===== src/rtl/ghost_dir_gen.sv =====
// Direction source for one maze ghost: frame-tick driven IDLE/SCATTER/CHASE mode machine
// with wall-aware, no-reverse direction choice. Define GHOST_CHASE_EN to build CHASE/greedy logic.

module ghost_dir_gen #(
  parameter int          HOLD_FRAMES    = 60,
  parameter int          SCATTER_FRAMES = 420,
  parameter int          CHASE_FRAMES   = 1200,
  parameter int          DWELL_FRAMES   = 16,
  parameter logic [15:0] LFSR_SEED      = 16'hACE1
) (
  input  logic       Clk,
  input  logic       Reset_n,
  input  logic       frame_clk,
  input  logic       lifeDown,
  input  logic [9:0] ghostX,
  input  logic [9:0] ghostY,
  input  logic [9:0] targetX,
  input  logic [9:0] targetY,
  input  logic [3:0] blocked,
  output logic [7:0] dir,
  output logic [1:0] mode
);

  localparam int FCNT_MAX_HS = (HOLD_FRAMES > SCATTER_FRAMES) ? HOLD_FRAMES : SCATTER_FRAMES;
  localparam int FCNT_MAX    = (FCNT_MAX_HS > CHASE_FRAMES) ? FCNT_MAX_HS : CHASE_FRAMES;
  localparam int FCNT_W      = $clog2(FCNT_MAX + 1);
  localparam int DCNT_W      = $clog2(DWELL_FRAMES + 1);

  localparam logic [7:0] DIR_STOP = 8'h00;
  localparam logic [7:0] DIR_L    = 8'h04;
  localparam logic [7:0] DIR_R    = 8'h07;
  localparam logic [7:0] DIR_D    = 8'h16;
  localparam logic [7:0] DIR_U    = 8'h1A;

  typedef enum logic [1:0] {
    MODE_IDLE    = 2'd0,
    MODE_SCATTER = 2'd1,
    MODE_CHASE   = 2'd2
  } mode_e;

  logic              sync1_q, sync2_q, edge_q;
  logic [15:0]       lfsr_q;
  mode_e             mode_q, mode_d;
  logic [FCNT_W-1:0] fcnt_q, fcnt_d;
  logic [DCNT_W-1:0] dcnt_q, dcnt_d;
  logic [7:0]        dir_q, dir_d;

  logic       tick;
  logic       lfsr_fb;
  logic       force_dec;
  logic       need_dec;
  logic [3:0] cur_mask, rev_mask, unblk, fwd_mask, allowed;
  logic [3:0] rnd_mask, pick_mask;

  assign tick    = sync2_q & ~edge_q;
  assign lfsr_fb = lfsr_q[15] ^ lfsr_q[13] ^ lfsr_q[12] ^ lfsr_q[10];

  function automatic logic [7:0] mask_to_code(input logic [3:0] m);
    if (m[0])      return DIR_L;
    else if (m[1]) return DIR_R;
    else if (m[2]) return DIR_D;
    else if (m[3]) return DIR_U;
    else           return DIR_STOP;
  endfunction

  // Phase sequencing; only committed on a tick.
  always_comb begin
    // NOTE: every always_comb output gets a default first so no path infers a latch.
    mode_d    = mode_q;
    fcnt_d    = fcnt_q + FCNT_W'(1);
    force_dec = 1'b0;
    case (mode_q)
      MODE_IDLE: begin
        if (fcnt_q == FCNT_W'(HOLD_FRAMES - 1)) begin
          mode_d    = MODE_SCATTER;
          fcnt_d    = '0;
          force_dec = 1'b1;
        end
      end
      MODE_SCATTER: begin
        if (fcnt_q == FCNT_W'(SCATTER_FRAMES - 1)) begin
`ifdef GHOST_CHASE_EN
          mode_d    = MODE_CHASE;
`else
          mode_d    = MODE_SCATTER;
`endif
          fcnt_d    = '0;
          force_dec = 1'b1;
        end
      end
`ifdef GHOST_CHASE_EN
      MODE_CHASE: begin
        if (fcnt_q == FCNT_W'(CHASE_FRAMES - 1)) begin
          mode_d    = MODE_SCATTER;
          fcnt_d    = '0;
          force_dec = 1'b1;
        end
      end
`endif
      default: begin
        mode_d = MODE_IDLE;
        fcnt_d = '0;
      end
    endcase
  end

  // Bit order of all direction masks: 0 L, 1 R, 2 D, 3 U.
  always_comb begin
    case (dir_q)
      DIR_L:   cur_mask = 4'b0001;
      DIR_R:   cur_mask = 4'b0010;
      DIR_D:   cur_mask = 4'b0100;
      DIR_U:   cur_mask = 4'b1000;
      default: cur_mask = 4'b0000;
    endcase
  end

  assign rev_mask = {cur_mask[2], cur_mask[3], cur_mask[0], cur_mask[1]};
  assign unblk    = ~blocked;
  assign fwd_mask = unblk & ~rev_mask;
  assign allowed  = (fwd_mask != 4'b0000) ? fwd_mask : (unblk & rev_mask);

  // Walk from the farthest rotation to the nearest so the first allowed candidate wins.
  always_comb begin
    rnd_mask = 4'b0000;
    for (int k = 3; k >= 0; k--) begin
      if (allowed[2'(lfsr_q[1:0] + 2'(k))])
        rnd_mask = 4'b0001 << 2'(lfsr_q[1:0] + 2'(k));
    end
  end

`ifdef GHOST_CHASE_EN
  logic signed [10:0] dx, dy;
  logic [10:0]        adx, ady;
  logic [3:0]         x_mask, y_mask, prim_mask, sec_mask, first_mask, greedy_mask;

  assign dx         = {1'b0, targetX} - {1'b0, ghostX};
  assign dy         = {1'b0, targetY} - {1'b0, ghostY};
  assign adx        = dx[10] ? 11'(-dx) : dx;
  assign ady        = dy[10] ? 11'(-dy) : dy;
  assign x_mask     = (dx == 11'sd0) ? 4'b0000 : (dx[10] ? 4'b0001 : 4'b0010);
  assign y_mask     = (dy == 11'sd0) ? 4'b0000 : (dy[10] ? 4'b1000 : 4'b0100);
  assign prim_mask  = (adx >= ady) ? x_mask : y_mask;
  assign sec_mask   = (adx >= ady) ? y_mask : x_mask;
  assign first_mask = allowed & (~allowed + 4'd1);

  always_comb begin
    if (dx == 11'sd0 && dy == 11'sd0)       greedy_mask = rnd_mask;
    else if ((prim_mask & allowed) != 4'b0) greedy_mask = prim_mask;
    else if ((sec_mask & allowed) != 4'b0)  greedy_mask = sec_mask;
    else                                    greedy_mask = first_mask;
  end

  assign pick_mask = (mode_d == MODE_CHASE) ? greedy_mask : rnd_mask;
`else
  logic unused_target;
  assign unused_target = ^{targetX, targetY};
  assign pick_mask     = rnd_mask;
`endif

  assign need_dec = force_dec
                  | (dcnt_q == DCNT_W'(DWELL_FRAMES - 1))
                  | ((cur_mask & blocked) != 4'b0000)
                  | (cur_mask == 4'b0000);

  always_comb begin
    dir_d  = dir_q;
    dcnt_d = dcnt_q + DCNT_W'(1);
    if (mode_d == MODE_IDLE) begin
      dir_d  = DIR_STOP;
      dcnt_d = '0;
    end else if (need_dec) begin
      dir_d  = mask_to_code(pick_mask);
      dcnt_d = '0;
    end
  end

  always_ff @(posedge Clk or negedge Reset_n) begin
    if (!Reset_n) begin
      sync1_q <= 1'b0;
      sync2_q <= 1'b0;
      edge_q  <= 1'b0;
      lfsr_q  <= LFSR_SEED;
      mode_q  <= MODE_IDLE;
      fcnt_q  <= '0;
      dcnt_q  <= '0;
      dir_q   <= DIR_STOP;
    end else begin
      // NOTE: non-blocking assignments so every flop samples the pre-edge values.
      sync1_q <= frame_clk;
      sync2_q <= sync1_q;
      edge_q  <= sync2_q;
      lfsr_q  <= {lfsr_q[14:0], lfsr_fb};
      if (lifeDown) begin
        mode_q <= MODE_IDLE;
        fcnt_q <= '0;
        dcnt_q <= '0;
        dir_q  <= DIR_STOP;
      end else if (tick) begin
        mode_q <= mode_d;
        fcnt_q <= fcnt_d;
        dcnt_q <= dcnt_d;
        dir_q  <= dir_d;
      end
    end
  end

  assign dir  = dir_q;
  assign mode = mode_q;

endmodule

===== config.mk =====
export PLATFORM = sky130hd
export DESIGN_NAME = ghost_dir_gen
export DESIGN_NICKNAME = d
export VERILOG_FILES = /design/src/rtl/ghost_dir_gen.sv
export SDC_FILE = /design/constraint.sdc
export NUM_CORES = 1
export LEC_CHECK = 0
export ABC_AREA = 1
export ABC_CLOCK_PERIOD_IN_PS = 2300
export CAP_MARGIN = 40
export CELL_PAD_IN_SITES_DETAIL_PLACEMENT = 1
export CELL_PAD_IN_SITES_GLOBAL_PLACEMENT = 1
export CORE_UTILIZATION = 46
export DETAILED_ROUTE_END_ITERATION = 6
export DONT_BUFFER_PORTS = 1
export PLACE_DENSITY = 0.78
export SLEW_MARGIN = 20
export SYNTH_ARGS = -nofsm -noshare
export SYNTH_HDL_FRONTEND = slang
export SYNTH_SLANG_ARGS = --single-unit
export TNS_END_PERCENT = 100

===== constraint.sdc =====
create_clock -name Clk -period 2.3 [get_ports Clk]
set_input_delay 0.46 -clock Clk [delete_from_list [all_inputs] [get_ports Clk]]
set_output_delay 0.46 -clock Clk [all_outputs]
set_load 0.01 [all_outputs]

==> flow_summary.ini <==
[worst_setup_path]
rr_worst_depth = 16
r2r_slack_ps = 60
cp-start-kind = flip-flop
endpoint = dir[3]
critPathRequiredTime_ps = 2530
critical_path.startpoint = dir[0]
reg2reg_to = dir[3]
worstPathArrival_ps = 2460
worstPathMaxFanout = 4
crit_type = reg2reg
cp-end-kind = flip-flop
r2r_start = dir[0]

[run_status]
status = completed

[timing]
fmax_mhz = 447
holdWs_ps = 178
setup_viol_count_final = 0
post-route-period-util_pct = 97.2
fin_crit_ps = 2240
hold_viol_final = 0
skew_ps = 7.76
slew_viol_final = 0
finalSetupTns_ps = 0

[synth]
ys_ff_latch = 42
synth_area_leader_cell = dfrtp_1
yosys.cell_types.count = 40
yosysWarnings = 0
syn_area_um2 = 2320
yosys_most_used_dff = dfrtp_1
synth_cells = 282
synth_area_leaders = dfrtp_1, nand2_1, dfstp_2, inv_1, ha_1
synth-edff-count = 0
syn_avg_cell_area_um2 = 8.23
synthTopCellsByCount = nand2_1, inv_1, dfrtp_1, nand3_1, nor2_1
yosysSeqAreaShare_pct = 45.7
async_flop_share_pct = 100
yosysTopAreaCellShare_pct = 36.7
synth_most_common_cell = nand2_1

[clocking]
clock_latency_ps = 310
cts_buffer_depth = 2
path_clk_slew_ps = 90
clock_sinks = 42
cts_tree = done
cts_made_buffers = 5
cts-root-buf = clkbuf_8
h-tree-depth = 2

[global_routing]
grt_overflow_total = 0
grt_max_degree = 43
antenna_found_initial = 0
grt_usage_pct = 22.6
grt_pass1_wl_mm = 9.00
grt_pass1_vias = 1931

[detailed_routing]
drt_iter0_markers = 40
drt-vias-per-instance = 5.17
routedWlPerCell_um = 14.9
via_count = 1886
drtAntennaViolNets = 0
drt_first_pass_iters = 4
drc = 0
routed_wl_mm = 5.42

[power]
p_per_area_nw_per_um2 = 523
p_leak_uw = 0.00122
p_sw_share_pct = 27.3
power.share.clock_pct = 37.5
p_sw_uw = 378
fin_total_pwr_uw = 1390
internal_power_uw = 1010
p_comb_share_pct = 8.6
vdd_drop_max_v = 0.000390
pwr-share-seq_pct = 53.9

[floorplanning]
die-area_um2 = 5330
core_region_area_um2 = 4790
ioPinCount = 58
die_h_um = 73.0
fp-row-count = 25
start_util_pct = 48.5
die_w_um = 73.0

[run]
cap_violations = 0

[place]
portBuffers = 0
hpwl_mm = 3.98
place_congestion = 0.802

[cells_and_area]
area_growth_pct = 14.1
antenna_cells = 0
fin_nets = 356
layout-drive-gt1-share_pct = 23.8

[min_path]
min_path_type = in2reg
[state kept, by name, summed over array words and instances, names as in the netlist]
register and cells:
edge_q 1, dcnt_q 5, mode 2, sync1_q 1
fcnt_q 11, dir 5, lfsr_q 16, sync2_q 1
[layer usage]
| metal | up-vias | global-route usage (%) | wire, µm |
|---|---|---|---|
| li1 | 935 | - | - |
| met1 | 925 | 27.9 | 2440 |
| met2 | 19 | 39.1 | 2790 |
| met3 | 7 | 4.42 | 123 |
| met4 | 0 | 8.28 | 71 |
| met5 | - | 0 | 0 |
[worst max-delay path: stages (launching register included)]
cell and delay [ps]:
dfrtp_2 460, inv_2 90, nand3_1 100, o21ai_2 210
nand2_1 120, nor2_4 160, nand2_1 110, nand3_1 130
nand2_1 80, nand2_2 90, nand2_1 60, nand3b_1 150
nand2_1 80, nand2_2 60, nand2_1 60, nand2_1 50
o21bai_2 130
[worst min path at each step]
| stage | from | endpoint | slack (ps) | depth (start not counted) |
|---|---|---|---|---|
| 4_1_cts | frame_clk | sync1_q | 170 | 0 |
| 3_5_place_dp | Reset_n | fcnt_q[10] | 160 | 0 |
| 3_3_place_gp | Reset_n | fcnt_q[10] | 170 | 0 |
| 2_1_floorplan | Reset_n | dcnt_q[0] | 160 | 0 |
| 6_report | frame_clk | sync1_q | 180 | 0 |
| 5_1_grt | frame_clk | sync1_q | 160 | 0 |
[power by group through the flow]
| stage | Combinational [µW] | Clock (µW) | Sequential (µW) |
|---|---|---|---|
| floorplan | 69.2 | 0 | 760 |
| global placement | 84.6 | 0 | 760 |
| detailed placement | 87.3 | 0 | 761 |
| CTS | 108 | 534 | 747 |
| global route | 134 | 563 | 747 |
| finish | 119 | 520 | 746 |
[cells by family (layout without fill, tap and decap cells)]
| kind of cell | after synthesis | in the layout | synth area share, % |
|---|---|---|---|
| AND/OR/NAND/NOR | 135 | 135 | 26.6 |
| AO/OA/AOI/OAI | 37 | 37 | 10.1 |
| adder cells (fa/ha/maj) | 11 | 11 | 5.93 |
| other | 1 | 3 | 0.162 |
| XOR/XNOR | 8 | 8 | 3.02 |
| buffers and inverters | 47 | 61 | 8.09 |
| flip-flops | 42 | 42 | 45.7 |
| multiplexers | 1 | 1 | 0.431 |
[cells in the final DEF, fill, tap and decap left out, types with 5 or more instances in the layout]
| cell type | n |
|---|---|
| a21oi_1 | 13 |
| buf_4 | 8 |
| clkbuf_8 | 5 |
| dfrtp_1 | 29 |
| dfrtp_2 | 5 |
| dfstp_2 | 8 |
| ha_1 | 11 |
| inv_1 | 36 |
| inv_2 | 6 |
| nand2_1 | 54 |
| nand2_2 | 15 |
| nand3_1 | 17 |
| nand3_2 | 10 |
| nor2_1 | 22 |
| nor3_1 | 5 |
| o21ai_0 | 5 |
| o22ai_1 | 5 |
| xor2_1 | 6 |
[area by class of cell]
class | instances | area [µm²]
fillers | 579 | 2140
clock buffers | 5 | 68.8
multi-input cells | 195 | 1150
well taps | 67 | 83.8
clock inverters | 3 | 28.8
inverters | 43 | 161
flip-flops and latches | 42 | 1070
repair buffers | 10 | 90.1
[through the flow]
stage	cell area (µm²)	setup slack [ps]	std cells	utilization (%)
6_report	2650	64.1	365	55.3
5_1_grt	2650	-78.5	365	55.3
4_1_cts	2550	67.0	362	53.3
3_5_place_dp	2420	98.0	352	50.6
3_3_place_gp	2420	134	352	50.6
2_1_floorplan	2330	410	284	-
[repair_timing]
item | CTS | global route
setup endpoints to repair | 0 | 5
gates resized for setup | 0 | 25
hold endpoints to repair | 42 | 0
setup buffers | 0 | 3
hold buffers | 2 | 0
Power figures use the tool's default switching activity.
